===== src/rtl/serial_adder.sv =====
// Multi-cycle adder/subtractor: processes CHUNK bits per clock with a registered
// carry, under a start/busy/done handshake. WIDTH=1, CHUNK=1 is a plain full adder.
module serial_adder #(
   parameter int WIDTH = 8,
   parameter int CHUNK = 1
) (
   input  logic             clk,
   input  logic             rst,
   input  logic             start,
   input  logic             sub,
   input  logic [WIDTH-1:0] a,
   input  logic [WIDTH-1:0] b,
   input  logic             c_in,
   output logic             busy,
   output logic             done,
   output logic [WIDTH-1:0] sum,
   output logic             c_out,
   output logic             ovf
);

   localparam int N  = WIDTH / CHUNK;
   localparam int CW = (N > 1) ? $clog2(N) : 1;
   localparam logic [CW-1:0] LAST = CW'(N - 1);

   typedef enum logic [1:0] {IDLE, RUN, DONE} state_t;

   state_t           state, state_nxt;
   logic [WIDTH-1:0] a_sh, b_sh, psum, psum_nxt;
   logic             carry;
   logic [CW-1:0]    cnt;
   logic [CHUNK:0]   chunk_sum;
   logic             msb_cin;
   logic             last;
   logic             accept;

   // Chunk adder and the partial sum as it will look after this chunk is shifted in
   always_comb begin
      chunk_sum = {1'b0, a_sh[CHUNK-1:0]} + {1'b0, b_sh[CHUNK-1:0]}
                + {{CHUNK{1'b0}}, carry};
      msb_cin   = a_sh[CHUNK-1] ^ b_sh[CHUNK-1] ^ chunk_sum[CHUNK-1];
      psum_nxt  = psum >> CHUNK;
      psum_nxt[WIDTH-1 -: CHUNK] = chunk_sum[CHUNK-1:0];
      last      = (cnt == LAST);
      accept    = start && ((state == IDLE) || (state == DONE));
   end

   always_ff @(posedge clk or posedge rst) begin
      if (rst) state <= IDLE;
      else     state <= state_nxt;
   end

   always_comb begin
      state_nxt = state;
      case (state)
         IDLE:    state_nxt = start ? RUN : IDLE;
         RUN:     state_nxt = last ? DONE : RUN;
         DONE:    state_nxt = start ? RUN : IDLE;
         default: state_nxt = IDLE;
      endcase
   end

   always_comb begin
      busy = (state == RUN);
      done = (state == DONE);
   end

   // Result registers load only on the final chunk so partial sums never show
   always_ff @(posedge clk or posedge rst) begin
      if (rst) begin
         a_sh  <= '0;
         b_sh  <= '0;
         psum  <= '0;
         carry <= 1'b0;
         cnt   <= '0;
         sum   <= '0;
         c_out <= 1'b0;
         ovf   <= 1'b0;
      end else if (accept) begin
         a_sh  <= a;
         b_sh  <= sub ? ~b : b;
         carry <= sub ? 1'b1 : c_in;
         cnt   <= '0;
         psum  <= '0;
      end else if (state == RUN) begin
         a_sh  <= a_sh >> CHUNK;
         b_sh  <= b_sh >> CHUNK;
         psum  <= psum_nxt;
         carry <= chunk_sum[CHUNK];
         cnt   <= cnt + CW'(1);
         if (last) begin
            sum   <= psum_nxt;
            c_out <= chunk_sum[CHUNK];
            ovf   <= msb_cin ^ chunk_sum[CHUNK];
         end
      end
   end

endmodule


===== config.mk =====
export PLATFORM = sky130hd
export DESIGN_NAME = serial_adder
export DESIGN_NICKNAME = d
export VERILOG_FILES = /design/src/rtl/serial_adder.sv
export SDC_FILE = /design/constraint.sdc
export NUM_CORES = 1
export LEC_CHECK = 0
export CELL_PAD_IN_SITES_DETAIL_PLACEMENT = 1
export CELL_PAD_IN_SITES_GLOBAL_PLACEMENT = 1
export CORE_MARGIN = 10
export CORE_UTILIZATION = 40
export DETAILED_ROUTE_END_ITERATION = 10
export GPL_TIMING_DRIVEN = 0
export HOLD_SLACK_MARGIN = 0.12
export PLACE_DENSITY = 0.75
export SYNTH_ARGS = -nofsm -noshare
export SYNTH_HDL_FRONTEND = slang
export SYNTH_SLANG_ARGS = --single-unit

===== constraint.sdc =====
create_clock -name clk -period 1.7 [get_ports clk]
set_clock_uncertainty 0.05 [all_clocks]
set_input_delay 0.51 -clock clk [delete_from_list [all_inputs] [get_ports clk]]
set_output_delay 0.51 -clock clk [all_outputs]
set_load 0.05 [all_outputs]

## Word-level counts from Yosys, hierarchy flattened

Cells that the tools add are included.

| word-level totals | value |
|---|---|
| register bits | 40 |
| input port bits | 21 |

| cells by class | value |
|---|---|
| add/subtract/negate cells | 3 |
| equality and inequality tests | 3 |
| mux-type cells | 15 |
| bitwise gates (word level) | 5 |
| reductions and logical operators | 6 |

Operators with widths:

| cell | number |
|---|---|
| 8-bit two-way mux | 7 |
| 8-bit NOT | 1 |
| 3-bit two-way mux | 2 |
| 1-bit two-way mux | 4 |
| 2-bit case mux with 2 select lines | 1 |
| 3-bit by 1-bit adder with 3-bit output, second input constant | 1 |
| 3-bit equality test, second input constant | 1 |
| 3-bit AND reduction | 1 |
| 1-bit XOR | 3 |
| 1-bit by 1-bit adder with 2-bit output | 1 |
| 2-bit by 1-bit adder with 2-bit output | 1 |
| 2-bit by 1-bit equality test with 1-bit output, second input constant | 1 |
| 2-bit equality test, second input constant | 1 |
| 2-bit logical NOT | 1 |
| 2-bit two-way mux | 1 |
| 2-bit nonzero test | 1 |
| 2-bit OR reduction | 1 |
| 1-bit logical AND | 1 |
| 1-bit logical OR | 1 |
| 1-bit NOT | 1 |

## Logic depth before layout (Yosys ltp)

Gate-level depths: netlist of run 1.

| depth | value |
|---|---|
| depth in word-level cells | 5 |
| depth in mapped cells | 6 |

## Worst setup path before layout of run 1

No wires, ideal clock.

| timing | value |
|---|---|
| path type | register to output |
| from | reg state[0] |
| to | out done |
| arrival time | 1.108 ns |
| slack | 0.032 ns |
| stages on the path, launching flop included | 2 |
| buffers on the path | 0 |
| path through | dfrtp_1 > nor2b_1 |

| between the ends | value |
|---|---|
| longest elaborated chain between the ends | 1 |

Ends and longest elaborated chain:

| what | RTL line | RTL |
|---|---|---|
| start: declaration | 27 | `state_t state, state_nxt;` |
| start signal: assignment | 49 | `else state <= state_nxt;` |
| 2-bit equality test | 64 | `done = (state == DONE);` |
| end: declaration | 15 | `output logic done,` |

Every way passes these cells.

## Worst setup path in the final report of run 1

Same ends and word-level chain as after synthesis.

==> impl_metrics.py, run 1 <==
metrics = {
    "grt": {
        "grt.total_usage_pct": 12.4,
        "grt_first_pass_wirelength_um": 7380,
        "grt_pass1_vias": 1438,
        "antenna_found_initial": 0,
        "grt_max_degree": 40,
        "overflow": 0,
    },
    "detailed_routing": {
        "antenna_left": 0,
        "dr.pass1.iters": 4,
        "drt-met1-wl_um": 1820,
        "routed_wirelength_um": 4380,
        "initialDrtViolationCount": 88,
        "viasPerCell": 5.44,
        "wl_met3_um": 207,
        "dr.max_layer_used": "met4",
        "wl_per_cell_um": 17.9,
        "wl_met2_um": 2310,
        "drcViolationCount": 0,
        "route.vias.total": 1334,
    },
    "timing": {
        "finalMaxSlewViolations": 0,
        "whs_ns": 0.444,
        "layout_setup_ws_ns": 0.0589,
        "relSlewSlack_pct": 45.6,
        "setup_viol_count_final": 0,
        "fin_crit_sh_pct": 96.5,
        "clock.fmax_ghz": 0.609,
        "fin_tns_setup_ns": 0,
        "hold_violations": 0,
        "fin_crit_ns": 1.64,
        "tightest_slew_ns": 0.815,
    },
    "clock_tree": {
        "cts_tree": "yes",
        "clkLatencyLatePin_ns": 0.29,
        "cts_max_level": 2,
        "cts.reportedPaths.clkPinSlew_ns": 0.08,
        "cts_buffer_depth": 2,
        "cts-buffers-inserted": 5,
        "cts_sinks": 39,
        "clockRootBuffer": "clkbuf_8",
    },
    "layout": {
        "fillerInstances": 433,
        "drive_above_1_share_pct": 23.6,
        "fin_cells": 245,
        "multi_input_area_um2": 672,
        "final_core_util_pct": 55.5,
        "nets": 218,
        "num_antenna_cells": 0,
        "seq_area_um2": 977,
        "areaGrowthSynthToFinish_pct": 32.1,
    },
    "die": {
        "num_rows": 23,
        "die_x_um": 85.5,
        "coreArea_um2": 4090,
        "die-area_um2": 7310,
        "io_pins": 33,
        "start_util_pct": 42.0,
        "die_y_um": 85.5,
    },
    "placed_design": {
        "place.detailed.hpwl_um": 3050,
        "place_ws_ns": -0.567,
        "numPlacedInstances": 234,
        "place.gp.congestion": 0.769,
        "portBuffers": 31,
    },
    "synth": {
        "synth_fp_nets": 177,
        "synthCells": 153,
        "ys_seq_area_share_pct": 56.9,
        "syn-cell-area_um2": 1720,
        "ys_types": 26,
        "syn_area_per_cell_um2": 11.2,
        "yosys_warnings": 0,
        "ys_seq_elements": 39,
    },
    "critical_path": {
        "crit_arrival_ns": 1.08,
        "worstSetupStartpoint": "state[0]$_DFF_PP0_",
        "cp_max_fo": 4,
        "worst_setup_path_end_kind": "output pin",
        "cp.required_ns": 1.14,
        "reg2reg_depth": 5,
        "cp-start-kind": "register",
        "rr_startpoint": "cnt[0]$_DFFE_PP0P_",
        "crit_type": "register to output pin",
    },
    "min_path": {
        "hold_class": "register to register",
        "hold_depth": 1,
        "hp-start": "cnt[0]$_DFFE_PP0P_",
    },
    "pwr": {
        "p_leak_nw": 1.05,
        "ir_drop_mv": 0.808,
        "powerDensity_nw_per_um2": 2100,
    },
    "job": {
        "cap_violations": 0,
    },
    "outcome": {
        "status": "finished, final reports clean",
    },
}
==> flip-flops by register name, indices dropped and copies added, names as in the netlist <==
| name | cells |
|---|---|
| a_sh | 8 |
| b_sh | 8 |
| sum | 8 |
| psum | 7 |
| cnt | 3 |
| state | 2 |
| c_out | 1 |
| carry | 1 |
| ovf | 1 |
==> cells in the mapped netlist <==
| library cell | instances | area (um2) |
|---|---|---|
| nand3_1 | 8 | 40.0 |
| dfrtp_1 | 39 | 976 |
| xor2_1 | 8 | 70.1 |
| inv_2 | 1 | 3.75 |
| nor3_1 | 1 | 5.00 |
| a221o_1 | 1 | 10.0 |
| o211ai_1 | 1 | 7.51 |
| mux2_2 | 4 | 45.0 |
| o2bb2ai_1 | 1 | 8.76 |
| nand2b_1 | 2 | 12.5 |
| xnor2_1 | 3 | 26.3 |
| buf_4 | 2 | 15.0 |
| a22oi_1 | 6 | 45.0 |
| a31oi_1 | 7 | 43.8 |
| nor2b_1 | 2 | 12.5 |
| o21ai_1 | 2 | 10.0 |
| nor2_1 | 8 | 30.0 |
| ha_1 | 2 | 25.0 |
| buf_2 | 8 | 40.0 |
| nand2_1 | 23 | 86.3 |
| a22o_1 | 10 | 87.6 |
| nand3b_2 | 1 | 11.3 |
| inv_1 | 5 | 18.8 |
| o21ai_0 | 4 | 20.0 |
| mux2_4 | 3 | 45.0 |
| fa_1 | 1 | 20.0 |
==> per-stage QoR <==
step	power (mW)	cell area, um2
detailed placement	3.90	2090
floorplan	3.21	1720
global route	5.11	2270
CTS	4.80	2250
finish	4.76	2270
global placement	3.79	2090
==> layout make-up <==
cell class	instances	share of cell area, %
Inverter	6	1.10
Tap cell	50	2.76
Buffer	9	2.48
Clock inverter	2	1.55
Clock buffer	6	3.64
Sequential cell	39	43.1
Timing Repair Buffer	35	15.7
Multi-Input combinational cell	98	29.7
==> cell families after synthesis <==
group	after synthesis	synth area share (%)
mux	7	5.25
simple gates	45	11.5
fa+ha+maj	3	2.63
buf+inv	16	4.52
flops	39	56.9
xor+xnor	11	5.62
compound gates	32	13.6
==> worst paths after layout <==
kind | endpoint | slack (ns)
worst min-delay path | cnt[0]$_DFFE_PP0P_ | 0.44
worst min register to register | cnt[0]$_DFFE_PP0P_ | 0.44
min in group asynchronous | a_sh[4]$_DFFE_PP0P_ | 0.65
worst max register to register | sum[2]$_DFFE_PP0P_ | 0.08
max in group asynchronous | state[0]$_DFF_PP0_ | 0.39
worst max-delay path | done | 0.06
==> timing repair <==
item / CTS / global route
pin swaps: 0 / 0
hold buffers: 0 / 0
buffers inserted: 2 / 2
cloned: 0 / 0
endpoints found under the hold margin: 0 / 0
setup endpoints to repair: 15 / 7
gates resized for setup: 49 / 3
==> where the power goes <==
part           switching (mW)  internal [mW]
logic                    1.34          0.965
registers               0.286           1.37
clock network           0.325          0.475
total                    1.95           2.81
==> routing by layer <==
metal  vias up  track usage, %
li1        609               -
met1       698            14.7
met2        22            20.9
met3         5            4.02
met4         0            3.59
met5         -               0
==> worst max-delay path, cell delays in order, from the launching register on <==
cell,delay (ns)
dfrtp_2,0.45
nor2b_1,0.13
buf_4,0.21
==> cells in the final DEF (no fill, tap or decap), drive strengths merged, types with 2 or more instances in the layout <==
cell and n:
dfrtp 39, a31oi 7, clkbuf 7, clkdlybuf4s50 19, nand2 23, nand3 8, buf 14, a22oi 6
a22o 10, mux2 7, xnor2 3, nand2b 2, o21ai 6, clkdlybuf4s15 10, inv 6, nor2 8
ha 2, xor2 8, nor2b 2
No activity file was read; power rests on OpenSTA's default activity.
==> inputs of run 2 (changes only) <==
--- a/config.mk
+++ b/config.mk
@@ -5,6 +5,7 @@
 export SDC_FILE = /design/constraint.sdc
 export NUM_CORES = 1
 export LEC_CHECK = 0
+export CAP_MARGIN = 20
 export CELL_PAD_IN_SITES_DETAIL_PLACEMENT = 1
 export CELL_PAD_IN_SITES_GLOBAL_PLACEMENT = 1
 export CORE_MARGIN = 10
==> results of run 2 <==
Final layout, timing and power as in run 1 (identical DEF).
==> inputs of run 3 (changes only) <==
--- a/config.mk
+++ b/config.mk
@@ -10,6 +10,7 @@
 export CELL_PAD_IN_SITES_GLOBAL_PLACEMENT = 1
 export CORE_MARGIN = 10
 export CORE_UTILIZATION = 40
+export CTS_BUF_LIST = sky130_fd_sc_hd__clkbuf_16
 export DETAILED_ROUTE_END_ITERATION = 10
 export GPL_TIMING_DRIVEN = 0
 export HOLD_SLACK_MARGIN = 0.12
@@ -17,3 +18,4 @@
 export SYNTH_ARGS = -nofsm -noshare
 export SYNTH_HDL_FRONTEND = slang
 export SYNTH_SLANG_ARGS = --single-unit
+export TNS_END_PERCENT = 30
==> run 3 against run 2 <==
Critical path depth increased by 1. Final cell count decreased by 1.2%. Global-route usage increased by 0.14 points. Non-clock buffer count decreased by 3. Fmax decreased by 0.97%. Utilization increased by 0.55 points. Sequential power about the same. Critical path type unchanged. Critical endpoint is now busy. Highest routed layer unchanged.
==> impl_metrics.py, run 3 (synthesis results as in run 1) <==
metrics = {
    "pwr": {
        "cell_internal_pwr_mw": 2.97,
        "ir_drop_mv": 0.903,
        "powerDensity_nw_per_um2": 2160,
        "p_comb_share_pct": 45.3,
        "seqPwrFrac_pct": 33.6,
        "p_leak_nw": 1.06,
        "p_switching_mw": 1.98,
        "total_power_mw": 4.95,
        "swShare_pct": 40.0,
        "pwr-share-clk_pct": 21.0,
    },
    "die": {
        "die-area_um2": 7310,
        "io_pins": 33,
        "start_util_pct": 42.0,
        "die_y_um": 85.5,
        "num_rows": 23,
        "die_x_um": 85.5,
        "coreArea_um2": 4090,
    },
    "critical_path": {
        "worst-path-buf-inv": 2,
        "crit_type": "register to output pin",
        "cpLargestDelayFamily": "flip-flops",
        "cp-start-kind": "register",
        "cpPeakStageDelay_ns": 0.39,
        "cp.required_ns": 1.14,
        "crit_path_cell_trace": "nand2b_4 > inv_8 > buf_8",
        "crit_arrival_ns": 1.10,
        "crit_path_top_delay_cell": "dfrtp_1",
        "worst_setup_path_end_kind": "output pin",
        "critical_path_depth": 3,
        "cp_max_fo": 11,
        "reg2reg_depth": 5,
    },
    "layout": {
        "reg_top3": "a_sh: 8 flops, b_sh: 8 flops, sum: 8 flops",
        "drive_above_1_share_pct": 22.4,
        "final_common_cell": "dfrtp_1",
        "num_antenna_cells": 0,
        "nets": 215,
        "areaGrowthSynthToFinish_pct": 33.4,
        "final_cell_mix": "dfrtp_1 (38), nand2_1 (23), clkdlybuf4s50_1 (19)",
    },
    "grt": {
        "grt_first_pass_wirelength_um": 7450,
        "overflow": 0,
        "grt.total_usage_pct": 12.6,
        "grt_max_degree": 40,
        "grt_pass1_vias": 1433,
        "antenna_found_initial": 0,
    },
    "placed_design": {
        "place.gp.congestion": 0.769,
        "portBuffers": 31,
        "place.detailed.hpwl_um": 3050,
    },
    "clock_tree": {
        "cts_sinks": 39,
        "cts.reportedPaths.clkPinSlew_ns": 0.06,
        "cts-buffers-inserted": 5,
        "cts_tree": "yes",
        "cts_max_level": 2,
        "clkLatencyLatePin_ns": 0.28,
        "clockRootBuffer": "clkbuf_16",
        "cts_buffer_depth": 2,
        "hold_buffers": 0,
    },
    "detailed_routing": {
        "drcViolationCount": 0,
        "viasPerCell": 5.37,
        "initialDrtViolationCount": 42,
        "dr.max_layer_used": "met4",
        "dr.pass1.iters": 4,
        "routed_wirelength_um": 4370,
        "route.vias.total": 1300,
        "wl_met3_um": 186,
        "antenna_left": 0,
        "drt-met1-wl_um": 1860,
        "wl_per_cell_um": 18.0,
        "wl_met2_um": 2270,
    },
    "timing": {
        "tightest_slew_ns": 0.813,
        "setup_viol_count_final": 0,
        "finalMaxSlewViolations": 0,
        "relSlewSlack_pct": 45.7,
        "clock.fmax_ghz": 0.603,
        "hold_violations": 0,
        "fin_crit_ns": 1.66,
        "fin_crit_sh_pct": 97.5,
        "whs_ns": 0.448,
    },
    "job": {
        "cap_violations": 0,
    },
    "outcome": {
        "status": "finished, final reports clean",
    },
    "min_path": {
        "hold_class": "register to register",
        "hold_depth": 1,
    },
}
[run 3: timing repair]
item / in CTS / in global routing
gates cloned: 0 / 0
buffers inserted: 1 / 0
setup endpoints to repair: 15 / 17
gates resized for setup: 47 / 11
endpoints found under the hold margin: 0 / 0
[run 3: power groups by stage]
stage / registers [mW] / logic, mW / clock network (mW)
4_1_cts: 1.66 / 2.30 / 1.06
6_report: 1.67 / 2.25 / 1.04
3_3_place_gp: 1.63 / 2.16 / 0
2_1_floorplan: 1.99 / 1.22 / 0
3_5_place_dp: 1.66 / 2.24 / 0
5_1_grt: 1.73 / 2.47 / 1.10
[run 3: final cells by class]
class / count / area, um2
clock buffer: 5 / 125
clock inverter: 3 / 38.8
sequential: 39 / 977
buffer: 9 / 56.3
inverter: 6 / 30.0
tap: 50 / 62.6
fill: 434 / 1800
multi-input combinational: 98 / 674
timing repair buffer: 32 / 324
[run 3: routing by layer]
metal | track usage [%] | vias up
met3 | 5.07 | 5
li1 | - | 602
met4 | 2.69 | 0
met5 | 0 | -
met2 | 21.0 | 19
met1 | 14.7 | 674
[run 3: path summary, 6_finish.rpt]
check                                    from             endpoint  slack [ns]
max reg2reg                cnt[0]$_DFFE_PP0P_   sum[2]$_DFFE_PP0P_        0.09
min reg2reg                cnt[0]$_DFFE_PP0P_   cnt[0]$_DFFE_PP0P_        0.45
max                        state[1]$_DFF_PP0_                 busy        0.04
min                        cnt[0]$_DFFE_PP0P_   cnt[0]$_DFFE_PP0P_        0.45
min in group asynchronous                 rst  a_sh[4]$_DFFE_PP0P_        0.66
max in group asynchronous                 rst   state[0]$_DFF_PP0_        0.37
[run 3: metrics by stage]
stage / cells / util [%] / area (um2) / setup slack (ns) / TNS, ns
after floorplan: 153 / - / 1720 / 0.0323 / 0
after global placement: 234 / 51.1 / 2090 / -0.561 / -25.01
after detailed placement: 234 / 51.1 / 2090 / -0.567 / -4.55
after CTS: 243 / 56.1 / 2290 / -0.0355 / -0.0460
after global routing: 242 / 56.0 / 2290 / -0.00719 / -0.00719
final: 242 / 56.0 / 2290 / 0.0428 / 0
